[src/rtl/mod_n_updown_counter.sv]
// Modulo-N up/down counter for the time-keeping chain.
// Wrap or saturate mode, registered carry/borrow pulses for cascading.
module mod_n_updown_counter #(
    parameter int WIDTH   = 8,
    parameter int MODE    = 0,
    parameter int RST_VAL = 0
) (
    input  logic             clk,
    input  logic             reset_count,
    input  logic             en,
    input  logic             up_dn,
    input  logic             clear,
    input  logic             load,
    input  logic [WIDTH-1:0] load_val,
    input  logic [WIDTH-1:0] limit,
    output logic [WIDTH-1:0] count_out,
    output logic             rollover,
    output logic             borrow,
    output logic             at_limit,
    output logic             saturated
);

    localparam logic [WIDTH-1:0] LP_RST = WIDTH'(RST_VAL);
    localparam logic [WIDTH-1:0] LP_ONE = WIDTH'(1);
    localparam logic             LP_SAT = (MODE != 0);

    logic [WIDTH-1:0] r_count;
    logic             r_roll;
    logic             r_bor;
    logic             r_sat;

    logic [WIDTH-1:0] w_count_nxt;
    logic             w_roll_nxt;
    logic             w_bor_nxt;
    logic             w_sat_nxt;

    logic [WIDTH-1:0] w_load_clamp;
    logic [WIDTH-1:0] w_inc;
    logic [WIDTH-1:0] w_dec;
    logic             w_at_top;
    logic             w_above;
    logic             w_at_zero;

    logic             w_do_clr;
    logic             w_do_load;
    logic             w_do_step;

    // Mutually exclusive action selects: clear beats load beats enable.
    assign w_do_clr  = clear;
    assign w_do_load = load & ~clear;
    assign w_do_step = en & ~clear & ~load;

    // Datapath helpers; a value above a lowered limit counts as "at top".
    assign w_load_clamp = (load_val > limit) ? limit : load_val;
    assign w_inc        = r_count + LP_ONE;
    assign w_dec        = r_count - LP_ONE;
    assign w_at_top     = (r_count >= limit);
    assign w_above      = (r_count > limit);
    assign w_at_zero    = (r_count == '0);

    // Next-state selection for count and the flag registers.
    always_comb begin
        w_count_nxt = r_count;
        w_roll_nxt  = 1'b0;
        w_bor_nxt   = 1'b0;
        w_sat_nxt   = r_sat;
        unique case (1'b1)
            w_do_clr: begin
                w_count_nxt = '0;
                w_sat_nxt   = 1'b0;
            end
            w_do_load: begin
                w_count_nxt = w_load_clamp;
                w_sat_nxt   = 1'b0;
            end
            w_do_step: begin
                if (up_dn) begin
                    if (!w_at_top) begin
                        w_count_nxt = w_inc;
                        w_sat_nxt   = 1'b0;
                    end else if (LP_SAT) begin
                        w_count_nxt = limit;
                        w_sat_nxt   = 1'b1;
                    end else begin
                        w_count_nxt = '0;
                        w_roll_nxt  = 1'b1;
                        w_sat_nxt   = 1'b0;
                    end
                end else begin
                    if (w_above) begin
                        w_count_nxt = limit;
                        w_sat_nxt   = 1'b0;
                    end else if (!w_at_zero) begin
                        w_count_nxt = w_dec;
                        w_sat_nxt   = 1'b0;
                    end else if (LP_SAT) begin
                        w_count_nxt = '0;
                        w_sat_nxt   = 1'b1;
                    end else begin
                        w_count_nxt = limit;
                        w_bor_nxt   = 1'b1;
                        w_sat_nxt   = 1'b0;
                    end
                end
            end
            default: begin
                w_count_nxt = r_count;
            end
        endcase
    end

    // State registers with asynchronous active-high reset.
    always_ff @(posedge clk or posedge reset_count) begin
        if (reset_count) begin
            r_count <= LP_RST;
            r_roll  <= 1'b0;
            r_bor   <= 1'b0;
            r_sat   <= 1'b0;
        end else begin
            r_count <= w_count_nxt;
            r_roll  <= w_roll_nxt;
            r_bor   <= w_bor_nxt;
            r_sat   <= w_sat_nxt;
        end
    end

    assign count_out = r_count;
    assign rollover  = r_roll;
    assign borrow    = r_bor;
    assign saturated = r_sat;
    assign at_limit  = (r_count == limit);

endmodule
[config.mk]
export PLATFORM = sky130hd
export DESIGN_NAME = mod_n_updown_counter
export DESIGN_NICKNAME = d
export VERILOG_FILES = /design/src/rtl/mod_n_updown_counter.sv
export SDC_FILE = /design/constraint.sdc
export NUM_CORES = 1
export LEC_CHECK = 0
export CAP_MARGIN = 15
export CORE_UTILIZATION = 40
export DETAILED_ROUTE_END_ITERATION = 8
export PLACE_DENSITY = 0.67
export SYNTH_ARGS = -nofsm -noshare
export SYNTH_HDL_FRONTEND = slang
export SYNTH_SLANG_ARGS = --single-unit
[constraint.sdc]
create_clock -name clk -period 2.81 [get_ports clk]
set_clock_uncertainty 0.1 [all_clocks]
set_input_delay 0.562 -clock clk [delete_from_list [all_inputs] [get_ports clk]]
set_output_delay 0.562 -clock clk [all_outputs]
set_load 0.1 [all_outputs]
==> reports/metrics.yaml <==
place:
  portBuffers: 32
  hpwl_mm: 3.68
  dp_cells: 271
  placed_area_um2: 2010
  gp_congestion: 0.949
clocking:
  post_cts_buffers: 0
  cts_made_buffers: 3
  clk_latency_ns: 0.27
  cts_root_buf: "clkbuf_4"
  clkTransAtPathRegs_ns: 0.06
  cts_buffer_depth: 2
  cts_tree: "built"
  cts_sinks: 10
  h-tree-depth: 1
global_routing:
  grt_pass1_vias: 1517
  grt_util_all_layers: 0.260
  grt_pass1_wl_mm: 7.19
  antenna_found_initial: 0
  grt_max_degree: 11
  grt_overflow: 0
run:
  maxCapViolations: 0
worst_setup_path:
  critPathTopFamily: "buffers and inverters"
  path_class: "in -> reg"
  cp_max_fo: 3
  crit_chain: "clkdlybuf4s50_1 > inv_1 > ha_4 > nand4_1 > nor2_4 > a211oi_2 > buf_4 > buf_4 > nor3_4 > mux2_4 > o211ai_2"
  endpoint_kind: "flip-flop"
  slowest_stage: "clkdlybuf4s50_1"
  cp_slowest_stage_delay_ns: 0.48
  path_common_cell: "buf_4"
  start_kind: "input port"
  cp_data_arrival_time_ns: 2.84
  crit_buf_inv: 4
  critPathRequiredTime_ns: 2.88
drt:
  drc: 0
  dr.max_layer_used: "met4"
  route.met2.wl_mm: 2.29
  dr.pass1.iters: 4
  wl_per_cell_um: 16.9
  totalWireLength_mm: 4.64
  vias: 1615
  drt-met1-wl_mm: 2.03
  ant_nets: 0
  wl_met3_um: 235
  drt_iter0_drc: 103
  vias_per_cell: 5.89
power:
  power_mw: 0.845
  switching_share: 0.484
  combPwrFrac: 0.640
  p_sw_mw: 0.409
  p_per_area_nw_per_um2: 396
  seq_power_share: 0.246
  p_clk_frac: 0.115
  p_int_mw: 0.436
  p_leak_nw: 0.949
  ir_worst_vdd_mv: 0.149
die:
  start_util: 0.419
  die_w_um: 61.3
  core.rowCount: 21
  die_h_um: 61.3
  io_pins: 34
  die_area_um2: 3760
  core_region_area_um2: 3360
cells_and_area:
  finalInstanceArea_um2: 2130
  layout.cells.non_filler: 274
  syn2layout_area_growth_pct: 51.6
  drive_gt1_frac: 0.346
  fin_nets: 271
  n_antenna_cell: 0
sta:
  fin_setup_tns_ns: 0
  fmax_ghz: 0.362
  finalCriticalPeriod_ns: 2.77
  setup_viol: 0
  drv_slew: 0
  rsz0062_at_grt: "false"
  period_share: 0.984
  hold_violations: 0
synth:
  yosysTopAreaCell: "dfrtp_1"
  synth_fp_nets: 209
  ys_types: 46
  yosysTopAreaCellShare: 0.178
  syn_inst: 168
  ys_warn_count: 0
  synthArstFlopShare: 1.00
  ys_top_cells_by_area: "dfrtp_1 (18%), ha_1 (17%), mux2i_1 (4.3%)"
  synth_common_cells: "ha_1 (19), nand2_1 (16), inv_1 (14)"
  synth_seq_cells: 10
  ys_seq_area_frac: 0.178
  synthFlopType: "dfrtp_1"
  synth_edf_count: 0
  avgSynthCellArea_um2: 8.38
  netlist_area_um2: 1410
  yosysMostFrequentCell: "ha_1"
hold_path:
  hp-class: "in -> async"
run_status:
  status: "finished clean"
[path summary, 6_finish.rpt]
| path | end | depth (start not counted) | start | slack (ns) |
|---|---|---|---|---|
| worst max register to register | count_out[6]$_DFFE_PP0P_ | 9 | count_out[6]$_DFFE_PP0P_ | 0.26 |
| max in group asynchronous | count_out[6]$_DFFE_PP0P_ | 2 | reset_count | 1.82 |
| worst max-delay path | count_out[6]$_DFFE_PP0P_ | 11 | limit[2] | 0.04 |
| worst min-delay path | count_out[0]$_DFFE_PP0P_ | 2 | reset_count | 0.47 |
| min in group clk | count_out[7]$_DFFE_PP0P_ | 2 | count_out[7]$_DFFE_PP0P_ | 0.57 |
| worst min register to register | count_out[7]$_DFFE_PP0P_ | 2 | count_out[7]$_DFFE_PP0P_ | 0.57 |
[worst reg2reg max path, stage by stage (launching register included)]
cell      delay, ns
dfrtp_4        0.55
ha_4           0.30
nand4_1        0.19
buf_4          0.21
a211oi_2       0.27
buf_4          0.19
buf_4          0.11
nor3_4         0.04
mux2_4         0.31
o211ai_2       0.18
[registers in the layout, indices dropped and copies added (netlist names)]
register	flops
count_out	8
rollover	1
borrow	1
[cell families (layout without fill, tap and decap cells)]
kind of cell,after synthesis,in the layout,share of synthesized area
and+or+nand+nor,60,60,0.234
AOI/OAI and AO/OA,40,40,0.227
adders and majority gates,19,19,0.169
buffers and inverters,19,79,0.0622
xor gates and xnor gates,12,12,0.0747
DFF,10,10,0.178
muxes,7,7,0.0533
other,1,1,0.00266
[power groups by stage]
stage | combinational (mW) | sequential (mW) | clock, mW
global route | 0.574 | 0.211 | 0.103
floorplan | 0.250 | 0.301 | 0
finish | 0.540 | 0.207 | 0.0968
global placement | 0.495 | 0.205 | 0
CTS | 0.521 | 0.204 | 0.0965
detailed placement | 0.508 | 0.207 | 0
[layer usage]
metal  track usage  vias up
li1              -      753
met1         0.363      784
met2         0.441       66
met3       0.00840       12
met4        0.0649        0
met5             0        -
[final cells by class]
type	count	area [µm²]
clock buffers	3	22.5
fillers	325	1230
inverters	14	52.6
multi-input cells	139	1180
flip-flops and latches	10	275
well taps	46	57.6
repair buffers	62	546
[through the flow]
step,util,hold slack (ns),setup WS (ns)
2_1_floorplan,-,0.302,-0.168
3_3_place_gp,0.598,0.522,-0.238
3_5_place_dp,0.598,0.548,-0.308
4_1_cts,0.610,0.488,0.00175
5_1_grt,0.634,0.526,0.00135
6_report,0.634,0.470,0.0448
[placed cells by master (no fill, tap or decap), drive strengths merged, types with 2 or more instances in the layout]
cell type	count
o211ai	8
ha	19
clkdlybuf4s50	15
xor2	6
nor3	6
o41ai	4
nor3b	2
a21oi	6
nand3	3
dfrtp	10
inv	14
nor4b	2
nor4	3
a211oi	4
mux2i	6
or4	2
o21ai	3
buf	41
o221ai	7
nor2b	4
nand4	4
clkbuf	3
nand2	16
and2	2
dlymetal6s2s	6
o22ai	3
xnor2	6
nor2	13
[what timing repair did]
item / 4_1_cts / 5_1_grt
hold buffers: 0 / 0
resized for setup: 3 / 17
pin swaps: 1 / 9
hold endpoints to repair: 0 / 0
endpoints found under the setup margin: 6 / 9
No activity file was read; power rests on OpenSTA's default activity.
==> variant, RTL diff (config.mk and constraints unchanged) <==
Reset style: synchronous (`reset_count`), changed in one clocked block. Comments in the files are not updated.
--- a/src/rtl/mod_n_updown_counter.sv
+++ b/src/rtl/mod_n_updown_counter.sv
@@ -111,5 +111,5 @@
 
     // State registers with asynchronous active-high reset.
-    always_ff @(posedge clk or posedge reset_count) begin
+    always_ff @(posedge clk) begin
         if (reset_count) begin
             r_count <= LP_RST;
Function: differs if reset_count is asserted again (counterexample within 4 cycles, from zero or initial values and one cycle with reset_count high); with reset_count held inactive, the same outputs for 10 cycles.
==> variant against the original RTL <==
- cell area is 5.6% lower
- worst setup slack better by 52 ps
- area after synthesis is 1.2% higher
- first-iteration DRC count is 21% lower
- sequential share of layout area is 2.3 points lower
- worst hold slack worse by 19 ps
- register-to-register slack better by 300 ps
- highest routed layer unchanged
- sequential cell count stayed put
- wire length is 7.9% lower
- power is 4.1% higher
- count of clock-buffer cells in the layout is 1 higher
==> variant: results <==
export IMPL_drtIter0Drc=81
export IMPL_pg_clk_mw=0.136
export IMPL_worstSetupEndpoint="at_limit"
export IMPL_globalRouteMet2Util=0.449
export IMPL_ys_flop_type="dfxtp_1"
export IMPL_nNonClkBuffers=57
export IMPL_regToRegStartpoint="count_out[0]$_SDFFE_PP0P_"
export IMPL_layout_drive_gt1_share=0.281
export IMPL_syn_inst=178
export IMPL_ys_async_sr_fraction=0
export IMPL_gp_congestion=1.01
export IMPL_buf_share=0.245
export IMPL_yosysSeqAreaShare=0.141
export IMPL_via_per_inst=5.70
export IMPL_r2r_end="count_out[5]$_SDFFE_PP0P_"
export IMPL_arrival_ps=2050
export IMPL_clk_share=0.0180
export IMPL_layout_nets=273
export IMPL_grt_use_met3=0.0483
export IMPL_finalCritPeriodShare=0.966
export IMPL_power_mw=0.879
export IMPL_status="complete, no violations"
export IMPL_n_clock_buffer=4
export IMPL_fill_cells=332
export IMPL_hp_class="reg -> reg"
export IMPL_multi_input_area_share=0.577
export IMPL_grt_pass1_wl_mm=6.98
export IMPL_p_sw_frac=0.471
export IMPL_p_leak_nw=0.867
export IMPL_vdd_drop_max_mv=0.307
export IMPL_dpl_cell_area_sq_um=1920
export IMPL_syn_num_nets=219
export IMPL_crit_fanout=5
export IMPL_dp_slack_ps=-217
export IMPL_wl_met1_mm=1.93
[variant: changes by cell type after synthesis, moves of 3 or more]
cell / change
o221ai_1: -4
a22oi_1: +3
o41ai_1: -3
dfrtp_1: -10
a21oi_1: +3
nand3_1: +5
nand2_1: -5
buf_2: +3
a211oi_1: -3
nor3_1: +3
dfxtp_1: +10
[variant: timing repair]
item                                    4_1_cts  5_1_grt
endpoints found under the setup margin        1        7
hold buffers                                  0        0
buffers inserted                              2        0
gates resized for setup                       0        4
pin swaps                                     2        1
hold endpoints to repair                      0        0
[variant: cells by family after synthesis]
logic type      share of synthesized area
simple gates                        0.264
compound gates                      0.229
buf+inv                            0.0703
fa+ha+maj                           0.167
mux                                0.0773
flops                               0.141
xor+xnor                           0.0492
other cells                       0.00263
[variant: worst min path at each step]
| stage | start | slack (ps) | cells past startpoint | end |
|---|---|---|---|---|
| 2_1_floorplan | count_out[5]$_SDFFE_PP0P_ | 630 | 2 | count_out[5]$_SDFFE_PP0P_ |
| 3_3_place_gp | count_out[5]$_SDFFE_PP0P_ | 440 | 2 | count_out[5]$_SDFFE_PP0P_ |
| 3_5_place_dp | count_out[0]$_SDFFE_PP0P_ | 430 | 2 | count_out[0]$_SDFFE_PP0P_ |
| 4_1_cts | count_out[0]$_SDFFE_PP0P_ | 450 | 2 | count_out[0]$_SDFFE_PP0P_ |
| 5_1_grt | count_out[0]$_SDFFE_PP0P_ | 470 | 2 | count_out[0]$_SDFFE_PP0P_ |
| 6_report | count_out[0]$_SDFFE_PP0P_ | 450 | 2 | count_out[0]$_SDFFE_PP0P_ |
[variant: critical path, cell delays in order]
cell and delay (ps):
clkdlybuf4s50_1 490, inv_1 80, ha_1 340, nand4_4 150, nor2_4 140, buf_4 120
buf_12 160
